**src/rtl/serial_pkg.sv**
```systemverilog
// Shared definitions for the serial transmit path: FSM state codes, parity modes,
// bit-period calculation and the parity helper.
package serial_pkg;

  typedef logic [2:0] tx_state_t;

  localparam tx_state_t ST_IDLE   = 3'd0;
  localparam tx_state_t ST_START  = 3'd1;
  localparam tx_state_t ST_DATA   = 3'd2;
  localparam tx_state_t ST_PARITY = 3'd3;
  localparam tx_state_t ST_STOP   = 3'd4;

  localparam int PAR_NONE = 0;
  localparam int PAR_ODD  = 1;
  localparam int PAR_EVEN = 2;

  function automatic int calc_clks_per_bit(input int clk_freq, input int baud);
    return clk_freq / baud;
  endfunction

  function automatic logic parity_bit(input logic [7:0] data, input int mode);
    return (mode == PAR_ODD) ? ~(^data) : ^data;
  endfunction

endpackage

```
**src/rtl/baud_tick_gen.sv**
```systemverilog
// Bit-period counter: free-runs while clear is low and flags the last cycle of
// each CLKS_PER_BIT window, wrapping to 0 on that same edge.
module baud_tick_gen #(
  parameter int CLKS_PER_BIT = 434
) (
  input  logic clk,
  input  logic rstn,
  input  logic clear,
  output logic tick
);

  localparam int CNT_W = (CLKS_PER_BIT > 2) ? $clog2(CLKS_PER_BIT) : 1;
  localparam logic [CNT_W-1:0] CNT_LAST = CNT_W'(CLKS_PER_BIT - 1);

  logic [CNT_W-1:0] cnt_q;
  logic [CNT_W-1:0] cnt_d;

  always_comb begin
    cnt_d = cnt_q + 1'b1;
    if (clear || (cnt_q == CNT_LAST)) begin
      cnt_d = '0;
    end
  end

  always_ff @(posedge clk or negedge rstn) begin
    if (!rstn) begin
      cnt_q <= '0;
    end else begin
      cnt_q <= cnt_d;
    end
  end

  assign tick = !clear && (cnt_q == CNT_LAST);

endmodule

```
**src/rtl/serial_transmitter.sv**
```systemverilog
// UART-style transmitter: start bit, 8 data bits LSB first, optional parity,
// one or two stop bits. txd comes straight from a flop.
module serial_transmitter
  import serial_pkg::*;
#(
  parameter int CLK_FREQ  = 50000000,
  parameter int BAUD      = 115200,
  parameter int PARITY    = 0,
  parameter int STOP_BITS = 1
) (
  input  logic       clk,
  input  logic       rstn,
  input  logic       txStart,
  input  logic [7:0] txData,
  output logic       txBusy,
  output logic       txd,
  output logic       txDone
);

  localparam int   CLKS_PER_BIT = calc_clks_per_bit(CLK_FREQ, BAUD);
  localparam logic STOP_LAST    = (STOP_BITS == 2);

  if (CLKS_PER_BIT < 2 || PARITY < 0 || PARITY > 2 ||
      (STOP_BITS != 1 && STOP_BITS != 2)) begin : g_bad_cfg
    $fatal(1, "serial_transmitter: illegal CLK_FREQ/BAUD, PARITY or STOP_BITS");
  end

  tx_state_t  state_q, state_d;
  logic [7:0] data_q, data_d;
  logic [2:0] idx_q, idx_d;
  logic       stop_cnt_q, stop_cnt_d;
  logic       txd_q, txd_d;
  logic       busy_q, busy_d;
  logic       done_q, done_d;
  logic       tick;

  // Counter is held at 0 while idle so the start bit gets a full period.
  baud_tick_gen #(
    .CLKS_PER_BIT(CLKS_PER_BIT)
  ) u_baud_tick_gen (
    .clk  (clk),
    .rstn (rstn),
    .clear(state_q == ST_IDLE),
    .tick (tick)
  );

  always_comb begin
    state_d    = state_q;
    data_d     = data_q;
    idx_d      = idx_q;
    stop_cnt_d = stop_cnt_q;
    txd_d      = txd_q;
    busy_d     = busy_q;
    done_d     = 1'b0;
    case (state_q)
      ST_IDLE: begin
        if (txStart) begin
          data_d  = txData;
          idx_d   = 3'd0;
          state_d = ST_START;
          txd_d   = 1'b0;
          busy_d  = 1'b1;
        end
      end
      ST_START: begin
        if (tick) begin
          state_d = ST_DATA;
          idx_d   = 3'd0;
          txd_d   = data_q[0];
        end
      end
      ST_DATA: begin
        if (tick) begin
          if (idx_q == 3'd7) begin
            stop_cnt_d = 1'b0;
            if (PARITY != PAR_NONE) begin
              state_d = ST_PARITY;
              txd_d   = parity_bit(data_q, PARITY);
            end else begin
              state_d = ST_STOP;
              txd_d   = 1'b1;
            end
          end else begin
            idx_d = idx_q + 3'd1;
            txd_d = data_q[idx_q + 3'd1];
          end
        end
      end
      ST_PARITY: begin
        if (tick) begin
          state_d    = ST_STOP;
          stop_cnt_d = 1'b0;
          txd_d      = 1'b1;
        end
      end
      ST_STOP: begin
        if (tick) begin
          if (stop_cnt_q == STOP_LAST) begin
            state_d = ST_IDLE;
            busy_d  = 1'b0;
            done_d  = 1'b1;
            txd_d   = 1'b1;
          end else begin
            stop_cnt_d = stop_cnt_q + 1'b1;
          end
        end
      end
      default: begin
        state_d = ST_IDLE;
        busy_d  = 1'b0;
        txd_d   = 1'b1;
      end
    endcase
  end

  always_ff @(posedge clk or negedge rstn) begin
    if (!rstn) begin
      state_q    <= ST_IDLE;
      data_q     <= '0;
      idx_q      <= '0;
      stop_cnt_q <= 1'b0;
      txd_q      <= 1'b1;
      busy_q     <= 1'b0;
      done_q     <= 1'b0;
    end else begin
      state_q    <= state_d;
      data_q     <= data_d;
      idx_q      <= idx_d;
      stop_cnt_q <= stop_cnt_d;
      txd_q      <= txd_d;
      busy_q     <= busy_d;
      done_q     <= done_d;
    end
  end

  assign txd    = txd_q;
  assign txBusy = busy_q;
  assign txDone = done_q;

endmodule

```
**config.mk**
```make
export PLATFORM = sky130hd
export DESIGN_NAME = serial_transmitter
export DESIGN_NICKNAME = d
export VERILOG_FILES = /design/src/rtl/serial_pkg.sv /design/src/rtl/baud_tick_gen.sv /design/src/rtl/serial_transmitter.sv
export SDC_FILE = /design/constraint.sdc
export NUM_CORES = 1
export LEC_CHECK = 0
export CORE_MARGIN = 2
export CORE_UTILIZATION = 35
export CTS_CLUSTER_SIZE = 40
export DETAILED_ROUTE_END_ITERATION = 12
export PLACE_DENSITY_LB_ADDON = 0.25
export SYNTH_ARGS = -nofsm -noshare
export SYNTH_HDL_FRONTEND = slang
export SYNTH_SLANG_ARGS = --single-unit
export TNS_END_PERCENT = 5
```
**constraint.sdc**
```tcl
create_clock -name clk -period 2.6 [get_ports clk]
set_clock_uncertainty 0.05 [all_clocks]
set_input_delay 0.78 -clock clk [delete_from_list [all_inputs] [get_ports clk]]
set_output_delay 0.78 -clock clk [all_outputs]
set_load 0.05 [all_outputs]
```
==> results.yml <==
synth:
  synthMuxAreaShare: 0.141
  dominantRegCellSynth: "sky130_fd_sc_hd__dfrtp_1"
  syn_inst_count: 117
  syn_area_sq_mm: 0.00128
  synth_compound_gate_area_share: 0.0730
  synth_fp_nets: 132
  synth_sequential_area_ratio: 0.507
  synth_edf_count: 0
  synth_warnings: 0
  synth-simple-area-share: 0.155
  synthDistinctLibCells: 32
  synthesis.area_per_instance_sq_um: 11.0
  post_synth_fa_ha_maj_area_fraction: 0.0389
  async_flop_share: 1.00
  largest_family_of_logic_cells_by_synthesized_area: "simple AND/OR/NAND/NOR gates"
  post_synthesis_sequential_element_count: 26
  post_synth_xor_area_fraction: 0.0545
drt:
  final_antenna_net_count: 0
  drt_iter0_drcs: 90
  post_drt_via_cell_ratio: 5.07
  vias: 913
  detail_route.drc_violations: 0
  route.detailed.wl_per_inst_microns: 13.2
  drt_wl_total_microns: 2380
  firstDrtPassIters: 4
sta:
  tightestPinTransition_ns: 1.09
  tns_ns: 0
  rsz0062_at_grt: "false"
  finalMaxSlewViolations: 0
  finalSetupViolations: 0
  final_period_utilization: 0.934
  period_needed_ns: 2.43
  maxSlewHeadroom: 0.264
  fmax_mhz: 412
  fin_worst_hold_slack_ns: 0.415
  hold_violations: 0
clock_tree:
  cts_num_sinks: 26
  numCtsBuffers: 3
  clk_pin_slew_worst_setup_hold_paths_ns: 0.08
  htree_levels: 1
  cts.hold.buffers_added: 0
  worst_skew_pair.late_latency_ns: 0.27
  clock_path_buffers: 2
  post_cts_resize_count: 0
  cts.repair_timing.setup_buffer_count: 0
  cts_tree: "yes"
  root_buffer: "sky130_fd_sc_hd__clkbuf_8"
worst_setup_path:
  worst_path_required_ns: 1.77
  slowest_delay_ns: 0.79
  critPathBufInv: 1
  crit_path_top_delay_cell: "sky130_fd_sc_hd__clkdlybuf4s50_1"
  crit_fanout: 2
  worst_setup_path_start_kind: "flop"
  worstSetupEndpointType: "output port"
  cp_data_arrival_time_ns: 1.60
  crit_chain: "clkdlybuf4s50_1"
  critical_path.top_delay_family: "buffers and inverters"
  crit_type: "flop to output port"
grt:
  grt_pass1_wl_microns: 4290
  grt_antenna_before_repair: 0
  grt_util_all_layers: 0.134
  grt_max_degree: 27
  global_route.overflow_total: 0
  grt_pass1_vias: 916
floorplan:
  initial_core_util: 0.356
  die_height_microns: 64.6
  chipWidth_microns: 64.6
  num_rows: 22
  core_region_area_sq_mm: 0.00361
  floorplan.io_pins: 14
  fp.dieArea_sq_mm: 0.00417
final_layout:
  num_antenna_cells: 0
  num-nets-final: 148
  final_common_cell: "sky130_fd_sc_hd__dfrtp_1"
  mostFrequentLayoutCells: "sky130_fd_sc_hd__dfrtp_1 (25), sky130_fd_sc_hd__nor2_1 (17), sky130_fd_sc_hd__clkdlybuf4s50_1 (13)"
  layout_cells_sized_above_1: 0.159
  utilization: 0.424
  area_delta_synth_final_pct: 19.0
hold_path:
  worst_hold_path_type: "flop to flop"
power:
  vdd_ir_drop_max_uv: 141
  power_density_mw_per_mm2: 464
  power.static_leakage_uw: 0.000672
place:
  estimated_wirelength_of_the_detail_placed_design_microns: 1740
  globalplace.congestion: 0.863
  numPortBuffers: 13
outcome:
  outcome: "finished, final reports clean"
job:
  drv_cap: 0
[report_power, final]
group	internal, uW	switching [uW]	leakage (uW)	total, uW
Sequential	410	3.60	0.000316	414
Clock	135	125	0.0000288	260
Combinational	21.8	12.8	0.000327	34.6
[cell usage after synthesis, types with 3 or more instances]
| master | n | area, sq um |
|---|---|---|
| sky130_fd_sc_hd__a21oi_1 | 4 | 20.0 |
| sky130_fd_sc_hd__clkbuf_1 | 3 | 11.3 |
| sky130_fd_sc_hd__dfrtp_1 | 25 | 626 |
| sky130_fd_sc_hd__ha_1 | 4 | 50.1 |
| sky130_fd_sc_hd__inv_1 | 6 | 22.5 |
| sky130_fd_sc_hd__mux2_2 | 9 | 101 |
| sky130_fd_sc_hd__nand2_1 | 6 | 22.5 |
| sky130_fd_sc_hd__nand3_1 | 5 | 25.0 |
| sky130_fd_sc_hd__nor2_1 | 17 | 63.8 |
| sky130_fd_sc_hd__nor3_1 | 3 | 15.0 |
| sky130_fd_sc_hd__o21ai_0 | 3 | 15.0 |
| sky130_fd_sc_hd__xnor2_1 | 5 | 43.8 |
| sky130_fd_sc_hd__xor2_1 | 3 | 26.3 |
[cell families (layout without fill, tap and decap cells)]
kind of cell / after synthesis / count (layout)
xor gates and xnor gates: 8 / 8
AOI/OAI and AO/OA: 15 / 15
and+or+nand+nor: 40 / 40
buffers and inverters: 10 / 25
adders and majority gates: 4 / 4
muxes: 14 / 14
DFF: 26 / 26
[layout make-up]
cell class | count | area (sq um)
clock buffer | 4 | 55.1
tap | 48 | 60.1
fill | 347 | 2080
timing repair buffer | 15 | 145
sequential | 26 | 652
inverter | 6 | 22.5
multi-input combinational | 81 | 594
[layer usage]
metal | wire (microns) | share of wire | vias to the layer above | GRT usage
li1 | - | - | 440 | -
met2 | 1130 | 0.48 | 11 | 0.219
met3 | 51 | 0.021 | 5 | 0.0260
met5 | 0 | 0 | - | 0
met1 | 1150 | 0.48 | 457 | 0.171
met4 | 47 | 0.020 | 0 | 0.0638
[path summary, 6_finish.rpt]
kind	startpoint	end	slack [ns]	depth (start not counted)
worst max-delay path	txd	txd	0.17	1
worst min-delay path	txd	txd	0.41	2
worst max register to register	u_baud_tick_gen.cnt_q[2]	idx_q[0]	0.42	4
worst min register to register	txd	txd	0.41	2
max in group asynchronous	rstn	txd	1.38	2
min in group asynchronous	rstn	state_q[0]	0.82	2
[state kept, by name, indices dropped and copies added (netlist names)]
signal / flops
idx_q: 3
u_baud_tick_gen.cnt_q: 9
data_q: 8
txDone: 1
txd: 1
txBusy: 1
state_q: 3
[metrics by stage]
step | total power, uW | setup WS (ns) | area, sq um | cells
after global placement | 456 | 0.284 | 1470 | 176
after global routing | 741 | 0.122 | 1530 | 180
after floorplan | 430 | 0.498 | 1280 | 117
after CTS | 718 | 0.159 | 1530 | 180
final | 709 | 0.172 | 1530 | 180
after detailed placement | 458 | 0.245 | 1470 | 176
No activity file was read; power rests on OpenSTA's default activity.
